File: src/rtl/memory_arbiter.sv
// -----------------------------------------------------------------------------
// memory_arbiter
//   Shares one 128-bit block-wide main memory between the I-cache refill port
//   and the D-cache refill/write-back port. One requester is granted at a time;
//   when both are waiting the side that was not granted last wins. The granted
//   command is registered onto MEM_*. The read block and a busywait handshake
//   go back to the granted cache. A watchdog aborts a transaction that stays in
//   SERVE for MEM_TIMEOUT cycles and raises a sticky TIMEOUT_ERR.
//
// Ports
//   CLK, RESET                      clock, asynchronous active-high reset
//   I_READ, I_ADDRESS               I-cache block read request / address
//   I_READDATA, I_BUSYWAIT          block returned to I-cache, I-side stall
//   D_READ, D_WRITE, D_ADDRESS      D-cache block read / write-back request
//   D_WRITEDATA                     D-cache write-back block
//   D_READDATA, D_BUSYWAIT          block returned to D-cache, D-side stall
//   MEM_READ, MEM_WRITE             registered memory commands
//   MEM_ADDRESS, MEM_WRITEDATA      registered memory address / write block
//   MEM_READDATA, MEM_BUSYWAIT      memory read block / memory busy
//   TIMEOUT_ERR                     sticky watchdog flag
// -----------------------------------------------------------------------------
module memory_arbiter #(
   parameter int MEM_TIMEOUT = 255
) (
   input  logic         CLK,
   input  logic         RESET,
   input  logic         I_READ,
   input  logic [27:0]  I_ADDRESS,
   output logic [127:0] I_READDATA,
   output logic         I_BUSYWAIT,
   input  logic         D_READ,
   input  logic         D_WRITE,
   input  logic [27:0]  D_ADDRESS,
   input  logic [127:0] D_WRITEDATA,
   output logic [127:0] D_READDATA,
   output logic         D_BUSYWAIT,
   output logic         MEM_READ,
   output logic         MEM_WRITE,
   output logic [27:0]  MEM_ADDRESS,
   output logic [127:0] MEM_WRITEDATA,
   input  logic [127:0] MEM_READDATA,
   input  logic         MEM_BUSYWAIT,
   output logic         TIMEOUT_ERR
);

   localparam int CW = $clog2(MEM_TIMEOUT + 1);

   typedef enum logic [1:0] {IDLE = 2'd0, SERVE_I = 2'd1, SERVE_D = 2'd2} state_t;

   state_t         state_q, state_d;
   logic           mem_read_q, mem_read_d;
   logic           mem_write_q, mem_write_d;
   logic [27:0]    mem_addr_q, mem_addr_d;
   logic [127:0]   mem_wdata_q, mem_wdata_d;
   logic [127:0]   i_rdata_q, i_rdata_d;
   logic [127:0]   d_rdata_q, d_rdata_d;
   logic           i_done_q, i_done_d;
   logic           d_done_q, d_done_d;
   logic           started_q, started_d;
   logic [CW-1:0]  cnt_q, cnt_d;
   logic           tmo_q, tmo_d;
   logic           last_d_q, last_d_d;   // 1: D was granted last, 0: I

   logic i_elig, d_elig, grant_i, grant_d;
   logic finish_ok, timeout_hit, done_edge;

   // DONE masks the request for one cycle so a request the cache has not yet
   // dropped is not mistaken for a new one.
   assign i_elig = I_READ & ~i_done_q;
   assign d_elig = (D_READ | D_WRITE) & ~d_done_q;

   assign grant_d = d_elig & (~i_elig | ~last_d_q);
   assign grant_i = i_elig & ~grant_d;

   // Memory must have been seen busy before its falling busywait counts as done.
   assign finish_ok   = started_q & ~MEM_BUSYWAIT;
   // The counter is cleared at grant, so this edge closes MEM_TIMEOUT cycles in SERVE.
   assign timeout_hit = (cnt_q == CW'(MEM_TIMEOUT - 1));
   assign done_edge   = (state_q != IDLE) & (finish_ok | timeout_hit);

   assign I_BUSYWAIT    = I_READ & ~i_done_q;
   assign D_BUSYWAIT    = (D_READ | D_WRITE) & ~d_done_q;
   assign I_READDATA    = i_rdata_q;
   assign D_READDATA    = d_rdata_q;
   assign MEM_READ      = mem_read_q;
   assign MEM_WRITE     = mem_write_q;
   assign MEM_ADDRESS   = mem_addr_q;
   assign MEM_WRITEDATA = mem_wdata_q;
   assign TIMEOUT_ERR   = tmo_q;

   // State register
   always_ff @(posedge CLK or posedge RESET) begin
      if (RESET) state_q <= IDLE;
      else       state_q <= state_d;
   end

   // Next-state logic
   always_comb begin
      state_d = state_q;
      case (state_q)
         IDLE: begin
            if (grant_d)      state_d = SERVE_D;
            else if (grant_i) state_d = SERVE_I;
         end
         SERVE_I, SERVE_D: begin
            if (done_edge) state_d = IDLE;
         end
         default: state_d = IDLE;
      endcase
   end

   // Output / datapath next-state logic
   always_comb begin
      mem_read_d  = mem_read_q;
      mem_write_d = mem_write_q;
      mem_addr_d  = mem_addr_q;
      mem_wdata_d = mem_wdata_q;
      i_rdata_d   = i_rdata_q;
      d_rdata_d   = d_rdata_q;
      i_done_d    = 1'b0;
      d_done_d    = 1'b0;
      started_d   = started_q;
      cnt_d       = cnt_q;
      tmo_d       = tmo_q;
      last_d_d    = last_d_q;

      if (state_q == IDLE) begin
         if (grant_d) begin
            // Read and write together is illegal; the write wins.
            mem_read_d  = ~D_WRITE;
            mem_write_d = D_WRITE;
            mem_addr_d  = D_ADDRESS;
            if (D_WRITE) mem_wdata_d = D_WRITEDATA;
            last_d_d    = 1'b1;
            cnt_d       = '0;
            started_d   = 1'b0;
         end else if (grant_i) begin
            mem_read_d  = 1'b1;
            mem_write_d = 1'b0;
            mem_addr_d  = I_ADDRESS;
            last_d_d    = 1'b0;
            cnt_d       = '0;
            started_d   = 1'b0;
         end
      end else begin
         cnt_d = cnt_q + CW'(1);
         if (MEM_BUSYWAIT) started_d = 1'b1;
         if (done_edge) begin
            mem_read_d  = 1'b0;
            mem_write_d = 1'b0;
            if (!finish_ok) tmo_d = 1'b1;
            if (state_q == SERVE_I) begin
               i_done_d  = 1'b1;
               i_rdata_d = finish_ok ? MEM_READDATA : '0;
            end else begin
               d_done_d = 1'b1;
               if (!finish_ok)     d_rdata_d = '0;
               else if (mem_read_q) d_rdata_d = MEM_READDATA;
            end
         end
      end
   end

   always_ff @(posedge CLK or posedge RESET) begin
      if (RESET) begin
         mem_read_q  <= 1'b0;
         mem_write_q <= 1'b0;
         mem_addr_q  <= '0;
         mem_wdata_q <= '0;
         i_rdata_q   <= '0;
         d_rdata_q   <= '0;
         i_done_q    <= 1'b0;
         d_done_q    <= 1'b0;
         started_q   <= 1'b0;
         cnt_q       <= '0;
         tmo_q       <= 1'b0;
         last_d_q    <= 1'b0;
      end else begin
         mem_read_q  <= mem_read_d;
         mem_write_q <= mem_write_d;
         mem_addr_q  <= mem_addr_d;
         mem_wdata_q <= mem_wdata_d;
         i_rdata_q   <= i_rdata_d;
         d_rdata_q   <= d_rdata_d;
         i_done_q    <= i_done_d;
         d_done_q    <= d_done_d;
         started_q   <= started_d;
         cnt_q       <= cnt_d;
         tmo_q       <= tmo_d;
         last_d_q    <= last_d_d;
      end
   end

endmodule

File: config.mk
export PLATFORM = sky130hd
export DESIGN_NAME = memory_arbiter
export DESIGN_NICKNAME = d
export VERILOG_FILES = /design/src/rtl/memory_arbiter.sv
export SDC_FILE = /design/constraint.sdc
export NUM_CORES = 1
export LEC_CHECK = 0
export ABC_CLOCK_PERIOD_IN_PS = 20900
export BUFFER_PORTS_ARGS = -buffer_cell sky130_fd_sc_hd__buf_2
export CAP_MARGIN = 20
export CORE_AREA = 3 3 285 287
export CTS_CLUSTER_SIZE = 24
export DETAILED_ROUTE_END_ITERATION = 10
export DIE_AREA = 0 0 288 290
export PLACE_DENSITY = 0.49
export SLEW_MARGIN = 40
export SYNTH_ARGS = -nofsm -noshare
export SYNTH_HDL_FRONTEND = slang
export SYNTH_SLANG_ARGS = --single-unit
File: constraint.sdc
create_clock -name CLK -period 20.9 [get_ports CLK]
set_clock_uncertainty 0.1 [all_clocks]
set_input_delay 4.18 -clock CLK [delete_from_list [all_inputs] [get_ports CLK]]
set_output_delay 4.18 -clock CLK [all_outputs]
set_load 0.05 [all_outputs]
==> results_dict.tcl <==
set metrics [dict create \
    globalRouteTotalUtil_pct 18.0 \
    timing_hold_violations_final 0 \
    layout.nets 2788 \
    timing.critical_path.from_type "input pin" \
    criticalPathCategory "input pin to output port" \
    grt_pass1_vias 17700 \
    rsz0062_at_grt "no" \
    fp.dieArea_sq_mm 0.0835 \
    slew_viol_final 0 \
    cts_tree "done" \
    final_common_cell "sky130_fd_sc_hd__buf_2" \
    ioPinCount 735 \
    rows 103 \
    slew_headroom_pct 44.1 \
    cts_hold_repair.buffers 0 \
    num_vias 17600 \
    worstHoldPathType "flop to flop" \
    placeableCoreArea_sq_mm 0.0789 \
    cts-root-to-sink-buffers 3 \
    tritoncts_buffers 52 \
    drt_pass1_iterations 5 \
    status "finished, final reports clean" \
    r2r.worst_path.cells 7 \
    report.final.setup_viol 0 \
    grt_start_max_net_pins 106 \
    p_per_area_mw_per_mm2 179 \
    clock-sinks 429 \
    average_footprint_of_a_synthesized_cell_sq_um 10.6 \
    post_synth_instance_area_sq_mm 0.0193 \
    most_frequently_used_flop_master_after_synthesis "sky130_fd_sc_hd__dfrtp_1" \
    grt_util_met2_pct 30.2 \
    worst_skew_pair.late_latency_ns 0.59 \
    top_usage_layer "met2" \
    critPathMaxFanout 61 \
    r2r_slack_ns 17.79 \
    grtUsageMet1_pct 23.1 \
    clock_slew_at_reported_path_ffs_ns 0.06 \
    worst-endpoint-required_ns 16.62 \
    drt_first_iter_violations 1312 \
    groute.layer.met3.usage_pct 3.72 \
    final_core_util_pct 32.4 \
    p_leak_nw 11.7 \
    final_antenna_violating_net_count 0 \
    grt_pass1_wl_um 117000 \
    synth_enable_flop_cells 0 \
    routed_wire_length_per_instance_um 22.1 \
    post_synth_num_cell_types 54 \
    critPathCaptureType "output port" \
    period_share_pct 47.0 \
    drcViolationCount 0 \
    holdPathEnd "TIMEOUT_ERR$_DFFE_PP0P_" \
    instances_no_fill 3561 \
    min_hold_slack_ns 0.369 \
    hold_start "TIMEOUT_ERR$_DFFE_PP0P_" \
    fill_cells 8238 \
    flow.area_growth_from_synthesis_pct 32.2 \
    syn-instance-count 1828 \
    tightestPinTransition_ns 0.839 \
    syn_nets 2150 \
    max_freq_mhz 102 \
    final.setup.tns_ns 0 \
    synth_sequential_area_ratio_pct 55.5 \
    period_needed_ns 9.81 \
    max_cap_viol 0 \
    ys_seq_elements 429 \
    timing.critical_path.from "D_WRITE" \
    die_w_um 288 \
    antenna_found_initial 7 \
    most_frequent_cells_in_the_layout "734 x sky130_fd_sc_hd__buf_2, 429 x sky130_fd_sc_hd__dfrtp_1, 278 x sky130_fd_sc_hd__nand3_1" \
    vias_per_cell 4.94 \
    floorplan.initialDensity_pct 24.5 \
    h_tree_levels 2 \
    routed_wl_um 78600 \
    fraction_of_registers_with_async_set_or_reset_after_synthesis_pct 100 \
    vdd_drop_max_mv 0.0616 \
    synth.yosys.warnings 0 \
    vertical_die_dimension_um 290 \
    share_of_final_layout_standard_cells_stronger_than_drive_strength_1_pct 39.7 \
    ctsResizeCount 0 \
    gp_congestion 0.873 \
    placed_cells 3460 \
    cts_post_setup_buffers_inserted 0 \
    grt_remaining_overflow 0 \
    crit_arrival_ns 5.53 \
    crit_reg_reg_startpoint "state_q[1]$_DFFE_PP0P_" \
    cts_root_buffer "sky130_fd_sc_hd__clkbuf_16" \
    post-dp-hpwl_um 54900 \
    worst_r2r_endpoint "I_READDATA[44]$_DFFE_PP0P_" \
    number_of_cells_on_the_worst_hold_path 1 \
    io_buffer_count 734 \
]
[critical path, stage by stage]
cell and delay, ns:
sky130_fd_sc_hd__buf_2 0.13, sky130_fd_sc_hd__o21bai_4 0.06, sky130_fd_sc_hd__buf_4 0.26, sky130_fd_sc_hd__inv_4 0.49, sky130_fd_sc_hd__buf_2 0.38
[report_power, final]
part           switching (mW)  internal, mW
clock                   0.375         0.570
combinational            1.74         0.591
sequential              0.196          1.11
total                    2.31          2.28
[state kept, by name, indices dropped and copies added (netlist names)]
name           count
D_READDATA       128
I_READDATA       128
MEM_WRITEDATA    128
MEM_ADDRESS       28
cnt_q              8
state_q            2
MEM_READ           1
MEM_WRITE          1
TIMEOUT_ERR        1
d_done_q           1
i_done_q           1
last_d_q           1
started_q          1
[worst max path at each step]
stage / cells after the start / endpoint / slack [ns]
2_1_floorplan: 1 / D_READDATA[0]$_DFFE_PP0P_ / 4.67
3_3_place_gp: 5 / D_BUSYWAIT / 10.80
3_5_place_dp: 5 / D_BUSYWAIT / 11.09
4_1_cts: 5 / D_BUSYWAIT / 11.09
5_1_grt: 5 / D_BUSYWAIT / 11.00
6_report: 5 / D_BUSYWAIT / 11.09
[cells in the mapped netlist, types with 7 or more instances]
library cell | number | share of area, %
sky130_fd_sc_hd__o311ai_1 | 86 | 3.9
sky130_fd_sc_hd__a31oi_1 | 29 | 0.94
sky130_fd_sc_hd__a211oi_1 | 28 | 1.1
sky130_fd_sc_hd__a22oi_1 | 128 | 5.0
sky130_fd_sc_hd__mux2_2 | 125 | 7.3
sky130_fd_sc_hd__buf_2 | 45 | 1.2
sky130_fd_sc_hd__o311ai_0 | 39 | 1.8
sky130_fd_sc_hd__dfrtp_1 | 429 | 55
sky130_fd_sc_hd__inv_1 | 137 | 2.7
sky130_fd_sc_hd__o21ai_0 | 159 | 4.1
sky130_fd_sc_hd__clkbuf_1 | 95 | 1.8
sky130_fd_sc_hd__buf_6 | 27 | 1.6
sky130_fd_sc_hd__o211ai_1 | 7 | 0.27
sky130_fd_sc_hd__nand2_1 | 137 | 2.7
sky130_fd_sc_hd__nand3_1 | 278 | 7.2
[logic make-up after synthesis]
group,Yosys count,synth area share (%)
AO/OA/AOI/OAI,491,17.7
AND/OR/NAND/NOR,451,11.2
flip-flops,429,55.5
buffers and inverters,319,7.62
multiplexers,131,7.61
adder cells (fa/ha/maj),4,0.259
XOR/XNOR,3,0.136
[metal layers]
| metal | part of all wire, % | wire length, um |
|---|---|---|
| met1 | 41 | 32600 |
| met2 | 49 | 38400 |
| met3 | 6.8 | 5310 |
| met4 | 2.9 | 2290 |
| met5 | 0.017 | 13 |
[metrics by stage]
step	cell area (sq um)	total power [mW]	setup slack [ns]
floorplan	19300	3.01	4.67
global placement	23600	3.61	10.80
detailed placement	23800	3.67	11.09
CTS	25500	4.64	11.09
global route	25600	4.82	11.00
finish	25600	4.58	11.09
[final cells by class]
cell class | instances | area, sq um | share of cell area (%)
sequential | 429 | 10700 | 42.0
multi-input combinational | 1080 | 7200 | 28.1
timing repair buffer | 765 | 4020 | 15.7
clock buffer | 73 | 1530 | 5.99
tap | 1050 | 1310 | 5.14
inverter | 138 | 533 | 2.08
clock inverter | 20 | 238 | 0.929
antenna | 6 | 15.0 | 0.0587
Note: power is estimated with default switching activity, not from simulation.
